==> config.mk <==
export PLATFORM = sky130hd
export DESIGN_NAME = varint_decoder
export DESIGN_NICKNAME = d
export VERILOG_FILES = /design/src/rtl/protobuf_pkg.sv /design/src/rtl/varint_decoder.sv
export SDC_FILE = /design/constraint.sdc
export NUM_CORES = 1
export LEC_CHECK = 0
export CAP_MARGIN = 25
export CORE_AREA = 5 5 122 124
export CTS_CLUSTER_DIAMETER = 100
export DETAILED_ROUTE_END_ITERATION = 7
export DIE_AREA = 0 0 127 129
export PLACE_DENSITY = 0.89
export SETUP_SLACK_MARGIN = 0.2
export SLEW_MARGIN = 0
export SYNTH_ARGS = -nofsm -noshare
export SYNTH_HDL_FRONTEND = slang
export SYNTH_SLANG_ARGS = --single-unit
==> constraint.sdc <==
create_clock -name clock_clk -period 2.4 [get_ports clock_clk]
set_input_delay 0.36 -clock clock_clk [delete_from_list [all_inputs] [get_ports clock_clk]]
set_output_delay 0.36 -clock clock_clk [all_outputs]
set_load 0.05 [all_outputs]
==> src/rtl/protobuf_pkg.sv <==
// -----------------------------------------------------------------------------
// protobuf_pkg
// Shared definitions for the protobuf varint decoding path: default limits,
// the decoder state encoding and small datapath helpers.
//   VARINT_MAX_BYTES : longest legal varint (10 bytes covers a 64-bit value)
//   IDX_W            : default field-index width
//   varint_state_e   : decoder FSM states
//   zigzag_decode()  : maps zigzag-encoded unsigned value back to signed form
//   sat_inc4()       : 4-bit increment that sticks at 15
// -----------------------------------------------------------------------------
package protobuf_pkg;

    localparam int VARINT_MAX_BYTES = 10;
    localparam int IDX_W            = 10;

    typedef enum logic [1:0] {
        VD_IDLE  = 2'd0,
        VD_ACCUM = 2'd1,
        VD_HOLD  = 2'd2,
        VD_DRAIN = 2'd3
    } varint_state_e;

    // (v >> 1) ^ -(v & 1): undoes the zigzag sign folding
    function automatic logic [63:0] zigzag_decode(input logic [63:0] v);
        return (v >> 1) ^ (64'd0 - {63'd0, v[0]});
    endfunction

    function automatic logic [3:0] sat_inc4(input logic [3:0] v);
        logic [3:0] r;
        if (v == 4'd15) begin
            r = 4'd15;
        end else begin
            r = v + 4'd1;
        end
        return r;
    endfunction

endpackage

==> src/rtl/varint_decoder.sv <==
// -----------------------------------------------------------------------------
// varint_decoder
// Decodes a stream of protobuf base-128 varints (LSB group first, bit 7 =
// continuation) into 64-bit values with a valid/ready result handshake.
// Encodings longer than MAX_BYTES, or whose last legal byte overflows 64 bits,
// are flagged with out_error and reported with out_data = 0; any excess bytes
// are drained until the terminating byte.
//
// Optional feature: define VARINT_ZIGZAG_EN to add the in_zigzag input. When
// the value sampled with the first byte is 1, the result is zigzag-decoded.
//
// Ports
//   clock_clk      : clock, rising edge
//   reset_reset_n  : asynchronous active-low reset
//   clr            : synchronous clear, highest priority, drops partial value
//   in_data        : encoded byte stream
//   in_index       : field index, sampled with the first byte of a varint
//   in_zigzag      : (VARINT_ZIGZAG_EN only) zigzag select, first byte only
//   in_valid/in_ready   : byte handshake
//   out_data       : decoded value
//   out_index      : index captured from the first byte
//   out_nbytes     : bytes consumed, saturating at 15
//   out_error      : overlong / overflowing encoding
//   out_valid/out_ready : result handshake
// -----------------------------------------------------------------------------
module varint_decoder #(
    parameter int IDX_W     = protobuf_pkg::IDX_W,
    parameter int MAX_BYTES = protobuf_pkg::VARINT_MAX_BYTES
) (
    input  logic             clock_clk,
    input  logic             reset_reset_n,
    input  logic             clr,
    input  logic [7:0]       in_data,
    input  logic [IDX_W-1:0] in_index,
`ifdef VARINT_ZIGZAG_EN
    input  logic             in_zigzag,
`endif
    input  logic             in_valid,
    output logic             in_ready,
    output logic [63:0]      out_data,
    output logic [IDX_W-1:0] out_index,
    output logic [3:0]       out_nbytes,
    output logic             out_error,
    output logic             out_valid,
    input  logic             out_ready
);

    import protobuf_pkg::*;

    varint_state_e    state_r;
    varint_state_e    state_next_s;
    logic [63:0]      acc_r;
    logic [3:0]       count_r;
    logic             err_r;
    logic [IDX_W-1:0] idx_r;
    logic             in_ready_r;
`ifdef VARINT_ZIGZAG_EN
    logic             zz_r;
    logic             zz_sel_s;
`endif

    logic             first_s;
    logic             last_s;
    logic [3:0]       k_s;
    logic [4:0]       byte_num_s;
    logic [6:0]       shamt_s;
    logic [63:0]      acc_base_s;
    logic [63:0]      acc_next_s;
    logic             err_base_s;
    logic             err_next_s;
    logic [3:0]       count_next_s;
    logic [63:0]      result_s;
    logic             accept_s;

    assign in_ready = in_ready_r;
    assign accept_s = in_valid && in_ready_r;

    // Next accumulator/count/error/state and result for the byte on in_data
    always_comb begin
        first_s = (state_r == VD_IDLE);
        if (first_s) begin
            k_s        = 4'd0;
            acc_base_s = 64'd0;
            err_base_s = 1'b0;
            byte_num_s = 5'd1;
        end else begin
            k_s        = count_r;
            acc_base_s = acc_r;
            err_base_s = err_r;
            byte_num_s = {1'b0, count_r} + 5'd1;
        end
        // 7-bit shift amount: groups beyond bit 63 shift out entirely
        shamt_s = {3'd0, k_s} * 7'd7;
        last_s  = (int'(byte_num_s) == MAX_BYTES);

        if (state_r == VD_DRAIN) begin
            acc_next_s = acc_r;
            err_next_s = err_r;
        end else begin
            acc_next_s = acc_base_s | ({57'd0, in_data[6:0]} << shamt_s);
            // the last legal byte may only carry bit 0 and must terminate
            err_next_s = err_base_s |
                         (last_s && ((in_data[6:1] != 6'd0) || in_data[7]));
        end

        if (first_s) begin
            count_next_s = 4'd1;
        end else begin
            count_next_s = sat_inc4(count_r);
        end

        case (state_r)
            VD_IDLE, VD_ACCUM: begin
                if (!in_data[7]) begin
                    state_next_s = VD_HOLD;
                end else if (last_s) begin
                    state_next_s = VD_DRAIN;
                end else begin
                    state_next_s = VD_ACCUM;
                end
            end
            VD_DRAIN: begin
                if (!in_data[7]) begin
                    state_next_s = VD_HOLD;
                end else begin
                    state_next_s = VD_DRAIN;
                end
            end
            default: state_next_s = state_r;
        endcase

`ifdef VARINT_ZIGZAG_EN
        if (first_s) begin
            zz_sel_s = in_zigzag;
        end else begin
            zz_sel_s = zz_r;
        end
`endif
        if (err_next_s) begin
            result_s = 64'd0;
        end else begin
`ifdef VARINT_ZIGZAG_EN
            if (zz_sel_s) begin
                result_s = zigzag_decode(acc_next_s);
            end else begin
                result_s = acc_next_s;
            end
`else
            result_s = acc_next_s;
`endif
        end
    end

    // Decoder FSM with registered handshake and result outputs
    always_ff @(posedge clock_clk or negedge reset_reset_n) begin
        if (!reset_reset_n) begin
            state_r    <= VD_IDLE;
            acc_r      <= 64'd0;
            count_r    <= 4'd0;
            err_r      <= 1'b0;
            idx_r      <= '0;
            in_ready_r <= 1'b1;
            out_valid  <= 1'b0;
            out_data   <= 64'd0;
            out_index  <= '0;
            out_nbytes <= 4'd0;
            out_error  <= 1'b0;
`ifdef VARINT_ZIGZAG_EN
            zz_r       <= 1'b0;
`endif
        end else if (clr) begin
            state_r    <= VD_IDLE;
            acc_r      <= 64'd0;
            count_r    <= 4'd0;
            err_r      <= 1'b0;
            in_ready_r <= 1'b1;
            out_valid  <= 1'b0;
        end else begin
            case (state_r)
                VD_IDLE, VD_ACCUM, VD_DRAIN: begin
                    if (accept_s) begin
                        state_r <= state_next_s;
                        acc_r   <= acc_next_s;
                        count_r <= count_next_s;
                        err_r   <= err_next_s;
                        if (first_s) begin
                            idx_r <= in_index;
`ifdef VARINT_ZIGZAG_EN
                            zz_r  <= in_zigzag;
`endif
                        end
                        if (state_next_s == VD_HOLD) begin
                            in_ready_r <= 1'b0;
                            out_valid  <= 1'b1;
                            out_data   <= result_s;
                            out_nbytes <= count_next_s;
                            out_error  <= err_next_s;
                            // first byte may also be the last one
                            if (first_s) begin
                                out_index <= in_index;
                            end else begin
                                out_index <= idx_r;
                            end
                        end
                    end
                end
                VD_HOLD: begin
                    if (out_ready) begin
                        state_r    <= VD_IDLE;
                        out_valid  <= 1'b0;
                        in_ready_r <= 1'b1;
                    end
                end
                default: begin
                    state_r    <= VD_IDLE;
                    out_valid  <= 1'b0;
                    in_ready_r <= 1'b1;
                end
            endcase
        end
    end

endmodule

==> key figures, run 1 <==
Status
  • Status: completed

Placed design
  • Post-DP HPWL: roughly 12 mm
  • Routability cong.: 0.828
  • Place WS: 0.0542 ns
  • I/O Buffers: 103

Logic synthesis
  • Post-synth EDFFs: 0
  • Synth Warn #: 0
  • Yosys cell types: 54
  • Cell taking the most area after synthesis: dfrtp_1
  • Post-synthesis net count: roughly 690
  • Top post-synthesis cells by area: dfrtp_1 55%, a211oi_1 6.8%, o21ai_2 6.0%, nand2_1 4.5%, a22oi_1 4.2%
  • Synth top cells by count: 161 x dfrtp_1, 88 x nand2_1, 67 x nor2_1
  • Synth Flop Type: dfrtp_1
  • Synthesized instance count: ~670
  • Synthesized area: ~7300 sq um
  • Most frequent cell after synthesis: dfrtp_1
  • Share of the synthesized area in the top cell type: 0.552
  • Number of synthesized register bits: between 150 and 200
  • Mapped Avg Cell Area: between 10 and 15 sq um
  • Fraction of registers with async set/reset: 1.00
  • Sequential area share after synthesis: 0.556

Setup path
  • Worst setup SP type: register
  • Crit path DAT: 2.40 ns
  • Crit. End Element: register
  • Worst path slowest cell: o31ai_4
  • Reg2reg start: count_r[0]
  • Max incr delay on CP: 0.39 ns
  • Reg2Reg Capture Point: out_error
  • Critical path type: reg2reg
  • R2R depth: 6
  • Critical Path RT: 2.74 ns
  • Worst Path Max Fanout: 18
  • CP Launch Point: count_r[0]
  • Crit path cell chain: ha_1 > nand3_1 > nand4_1 > o31ai_4 > buf_6 > a21boi_0
  • R2r setup slk: 0.34 ns

Global route
  • Number of global-route vias before repair: 5898
  • GRT Total Usage: 0.239
  • Largest net degree at the start of global routing: 91
  • Global-route wire length before repair: 30.9 mm
  • Remaining Overflow, GRT: 0
  • Initial antenna violation count: 0

Layout
  • Total Nets Final: 781
  • Syn-to-layout area delta: 25.8%
  • Fillers: 1004
  • ANT cells: 0
  • Share of cells above drive strength 1: 0.186

Routing
  • DRC: 0
  • Post-DR vias/cell: 6.05
  • DR pass1 iterations: 6
  • WL final: 18.8 mm
  • Total number of vias: 5743
  • Post-DRT Antenna Nets: 0
  • DRT iter0 DRCs: between 500 and 600
  • Routed len/inst: a little under 20 um

CTS
  • CTS H-tree lvls: 4
  • Clock latency on the worst-skew pair: 0.43 ns
  • # clock sinks: 162
  • TritonCTS clock tree: yes
  • Clock Tree Buf Depth: 2
  • Inserted Clock Buffers: 17
  • Worst-path clk slew: 0.06 ns
  • CTS root buf: clkbuf_16

STA
  • Max-slew headroom: 0.478
  • Setup_tns: 0 ns
  • Period utilisation layout: 0.858
  • Clock Skew: a little over 0.008 ns
  • Final Hold Vio Count: 0
  • Worst-margin pin slew: between 0.7 and 0.8 ns
  • Final Setup Violations: 0
  • Max-slew violations: 0
  • Final setup margin: around 0.34 ns
  • Max Clk Rate: around 0.49 GHz
  • Fin crit period: between 2 and 2.5 ns
  • RSZ-0062 raised after global routing: false

Worst hold path
  • Min-delay src: out_data[15]
  • Worst hold path class: reg2reg
  • Hold path depth: 2
  • WHS Endpoint: out_data[15]

Floorplanning
  • Core area: between 10000 and 15000 sq um
  • Die area: between 15000 and 20000 sq um
  • IO Count: around 100
  • Die H: 129 um
  • Starting Density: 0.534
  • Row cnt: 43
  • Die width: 127 um

Job
  • Max-Cap Viols: 0

Power
  • Leakage: 3.82 nW
  • Total power density per cell area: 857 nW/um^2
  • Peak supply drop: 611 uV
  • Power Total: approximately 7.9 mW
## cells in the final DEF, fill, tap and decap left out, types with 3 or more instances in the layout
master	synthesis	layout
a211oi_1	66	66
a21oi_1	6	6
a22oi_1	41	41
a32oi_1	22	22
buf_12	0	4
buf_4	2	26
bufinv_16	0	3
clkbuf_16	0	17
clkbuf_8	0	4
clkdlybuf4s50_1	0	100
clkinv_4	0	6
dfrtp_1	161	161
inv_1	3	3
mux2_2	10	10
mux2i_1	10	10
nand2_1	88	88
nor2_1	67	66
nor3b_2	3	3
o21ai_0	27	26
o21ai_2	50	50
o31ai_1	5	4
## kinds of logic (layout without fill, tap and decap cells)
group                    after synthesis  after routing  synth area share
XOR/XNOR                               4              4           0.00738
flip-flops                           162            162             0.556
buffers and inverters                 69            170            0.0467
AND/OR/NAND/NOR                      182            182             0.116
AO/OA/AOI/OAI                        230            230             0.241
adder cells (fa/ha/maj)                1              1           0.00171
multiplexers                          21             21            0.0307
## worst max-delay path by stage
stage / endpoint / depth (start not counted) / slack [ns]
floorplan: idx_r[0] / 5 / 0.26
CTS: in_ready / 1 / 0.23
finish: out_error / 6 / 0.34
global route: out_error / 6 / 0.21
global placement: idx_r[6] / 6 / 0.14
detailed placement: out_index[9] / 6 / 0.05
## area by class of cell
| class | instances | area [sq um] | share of cell area |
|---|---|---|---|
| Inverter | 3 | 11.3 | 0.00123 |
| Multi-Input combinational cell | 438 | 2920 | 0.318 |
| Tap cell | 180 | 225 | 0.0245 |
| Clock inverter | 10 | 150 | 0.0164 |
| Sequential cell | 162 | 4060 | 0.442 |
| Clock buffer | 22 | 484 | 0.0528 |
| Timing Repair Buffer | 135 | 1330 | 0.145 |
## repair_timing
| item | in CTS | in global routing |
|---|---|---|
| setup buffers | 0 | 0 |
| setup endpoints to repair | 0 | 18 |
| gates resized for setup | 0 | 2 |
| hold buffers | 1 | 0 |
| hold endpoints to repair | 64 | 0 |
## stage by stage
stage                     utilization  hold slack, ns  instance area [sq um]  std cells
after global routing            0.671           0.502                   9170        950
final                           0.671           0.476                   9170        950
after global placement          0.624           0.390                   8520        917
after floorplan                     -          0.0644                   7290        669
after CTS                       0.671           0.479                   9170        950
after detailed placement        0.624           0.401                   8520        917
## power by group
| part | internal (mW) | switching (mW) | total [mW] |
|---|---|---|---|
| Clock | 1.76 | 1.08 | 2.84 |
| Combinational | 0.589 | 1.21 | 1.79 |
| Sequential | 3.04 | 0.187 | 3.23 |
## flip-flops by register name, summed over array words and instances, names as in the netlist
signal	count
acc_r	64
out_data	64
idx_r	10
out_index	10
count_r	4
out_nbytes	4
state_r	2
err_r	1
in_ready	1
out_error	1
out_valid	1
## per-layer routing
layer | global-route usage | wire (um) | up-vias
met5 | 0 | 0 | -
met4 | 0.0839 | 407 | 0
met3 | 0.0760 | 1810 | 40
met2 | 0.386 | 9100 | 271
met1 | 0.308 | 7450 | 2820
li1 | - | - | 2612
## worst max-delay path, delay by kind of cell (launching register included)
kind | cells | cell delay, ns
simple gates | 2 | 0.42
fa+ha+maj | 1 | 0.28
flops | 1 | 0.38
compound gates | 2 | 0.61
buf+inv | 1 | 0.28
No activity file was read; power rests on OpenSTA's default activity.
==> run 2: changes to the inputs <==
--- a/config.mk
+++ b/config.mk
@@ -6,13 +6,15 @@
 export NUM_CORES = 1
 export LEC_CHECK = 0
 export CAP_MARGIN = 25
-export CORE_AREA = 5 5 122 124
+export CORE_AREA = 2 2 119 121
 export CTS_CLUSTER_DIAMETER = 100
 export DETAILED_ROUTE_END_ITERATION = 7
-export DIE_AREA = 0 0 127 129
+export DIE_AREA = 0 0 121 123
+export HOLD_SLACK_MARGIN = 0.05
 export PLACE_DENSITY = 0.89
 export SETUP_SLACK_MARGIN = 0.2
 export SLEW_MARGIN = 0
 export SYNTH_ARGS = -nofsm -noshare
 export SYNTH_HDL_FRONTEND = slang
 export SYNTH_SLANG_ARGS = --single-unit
+export TNS_END_PERCENT = 100
==> run 2 against run 1 <==
  * Fmax decreased by 4.4%
  * Register-to-register slack barely moved
  * Clock power shrank 9.2%
  * Utilization fell by 0.27 points
  * Cell area decreased by 0.79%
  * Die area decreased by 9.2%
  * Cell count down 0.42%
  * Critical path depth decreased by 5
  * Via count grew 0.92%
  * Flip-flop and latch count did not move
  * Hold slack worse by 0.016 ns
  * Largest power group unchanged
==> key figures, run 2 (synthesis results as in run 1) <==
Status
  • Status: completed

Power
  • NetSw: between 2 and 2.5 mW
  • Sw frac: 0.322
  • Leakage: between 3 and 4 nW
  • Pint: 5.15 mW
  • Total power density per cell area: 835 nW/um^2
  • Sequential fraction of design power: 0.425
  • Clock power frac: 0.339
  • Combinational share of power: 0.236
  • Peak supply drop: 700 uV

STA
  • Clock Skew: slightly above 0.007 ns
  • Max Clk Rate: 0.464 GHz
  • Worst-margin pin slew: 0.817 ns
  • Fin crit period: 2.15 ns
  • Final Setup Violations: 0
  • Max-slew headroom: 0.455
  • Max-slew violations: 0
  • Worst Hold Slack: 0.460 ns
  • Setup_tns: 0 ns
  • Final Hold Vio Count: 0
  • Period utilisation layout: 0.897
  • RSZ-0062 raised after global routing: true

Floorplanning
  • Die area: 14900 sq um
  • Die width: 121 um
  • Starting Density: 0.536
  • Row cnt: 43
  • IO Count: between 100 and 150
  • Die H: about 120 um
  • Core area: 13600 sq um

CTS
  • # clock sinks: between 150 and 200
  • CTS H-tree lvls: 4
  • TritonCTS clock tree: yes
  • Inserted Clock Buffers: 17
  • Clock Tree Buf Depth: 2
  • Clock latency on the worst-skew pair: around 0.43 ns
  • Worst-path clk slew: approximately 0.060 ns
  • CTS root buf: clkbuf_16

Placed design
  • Routability cong.: approximately 0.89
  • I/O Buffers: a little over 100
  • Placed Cells: a little over 900
  • Post-DP HPWL: 11.9 mm

Routing
  • Post-DR vias/cell: 6.13
  • Routed len/inst: 19.3 um
  • DRT iter0 DRCs: ~600
  • DR pass1 iterations: 6
  • DRC: 0
  • Total number of vias: 5796
  • WL final: 18.3 mm
  • Post-DRT Antenna Nets: 0

Global route
  • Global-route wire length before repair: ~30 mm
  • Number of global-route vias before repair: 5795
  • Initial antenna violation count: 0
  • Largest net degree at the start of global routing: 96
  • Remaining Overflow, GRT: 0
  • GRT Total Usage: 0.259

Setup path
  • Crit path cell chain: clkdlybuf4s50_1
  • Critical path type: reg2out
  • Crit. End Element: primary output
  • Crit path DAT: about 1.8 ns
  • Bufs and invs on worst path: 1
  • Max incr delay on CP: 0.82 ns
  • Worst path slowest cell: clkdlybuf4s50_1
  • Worst path top cell family by delay: buffers and inverters
  • Worst setup SP type: register
  • Critical Path RT: 2.04 ns
  • Worst Path Max Fanout: 3

Layout
  • Non-Filler Instances: 946
  • Most frequent cells in the layout: 159 x dfrtp_1, 101 x clkdlybuf4s50_1, 88 x nand2_1
  • Fillers: 937
  • Largest regs: acc_r: 64 flops, out_data: 64 flops
  • Total Nets Final: ~780
  • Share of cells above drive strength 1: 0.187
  • ANT cells: 0
  • Syn-to-layout area delta: 24.8%
  • Most common cell after layout, fill and taps aside: dfrtp_1

Worst hold path
  • Worst hold path class: in2async

Job
  • Max-Cap Viols: 0
-- run 2: cell types whose count changed in the layout (fill, tap and decap cells not counted), moves of 2 or more --
cell and delta:
dfrtp_2 +2, clkinvlp_4 +4, dfrtp_1 -2, clkinv_4 -6
bufinv_16 -2, buf_4 -4, clkinv_2 +3
-- run 2: power by group through the flow --
| stage | logic (mW) | registers, mW | clock network, mW |
|---|---|---|---|
| CTS | 1.79 | 3.23 | 2.60 |
| global placement | 1.71 | 3.25 | 0 |
| global route | 1.91 | 3.26 | 2.72 |
| detailed placement | 1.78 | 3.26 | 0 |
| finish | 1.79 | 3.23 | 2.58 |
| floorplan | 0.644 | 3.77 | 0 |
-- run 2: path summary, 6_finish.rpt --
path / start / to / slack (ns) / depth (start not counted)
worst min-delay path: reset_reset_n / idx_r[6] / 0.46 / 2
min in group clock_clk: out_data[22] / out_data[22] / 0.48 / 2
worst max register to register: count_r[1] / out_data[10] / 0.34 / 6
worst min register to register: out_data[22] / out_data[22] / 0.48 / 2
max in group asynchronous: reset_reset_n / acc_r[47] / 1.09 / 3
worst max-delay path: in_ready / in_ready / 0.25 / 1
-- run 2: metal layers --
layer / part of all wire / wire (um) / up-vias / track usage
met2: 0.47 / 8590 / 277 / 0.395
met3: 0.091 / 1660 / 53 / 0.0816
met5: 0 / 0 / - / 0
met4: 0.030 / 552 / 0 / 0.112
li1: - / - / 2619 / -
met1: 0.41 / 7490 / 2847 / 0.344
-- run 2: timing repair --
action                     CTS  global route
setup endpoints to repair   17            66
hold endpoints to repair    55             0
buffers inserted             0             1
gates resized for setup      2             5
hold buffers                 1             0
pin swaps                    0             2
-- run 2: final cells by class --
cell class,instances,area [sq um],share of cell area
clock buffer,21,480,0.0528
clock inverter,9,82.6,0.00907
inverter,3,11.3,0.00124
multi-input combinational,438,2920,0.321
sequential,162,4060,0.446
tap,180,225,0.0247
timing repair buffer,133,1320,0.145
-- run 2: per-stage QoR --
step / cell area [sq um] / setup WS (ns) / total power [mW] / util
2_1_floorplan: 7290 / 0.264 / 4.41 / -
3_3_place_gp: 8500 / 0.146 / 4.96 / 0.625
3_5_place_dp: 8500 / 0.0958 / 5.04 / 0.625
4_1_cts: 9080 / 0.165 / 7.62 / 0.667
5_1_grt: 9100 / 0.188 / 7.90 / 0.669
6_report: 9100 / 0.246 / 7.60 / 0.669
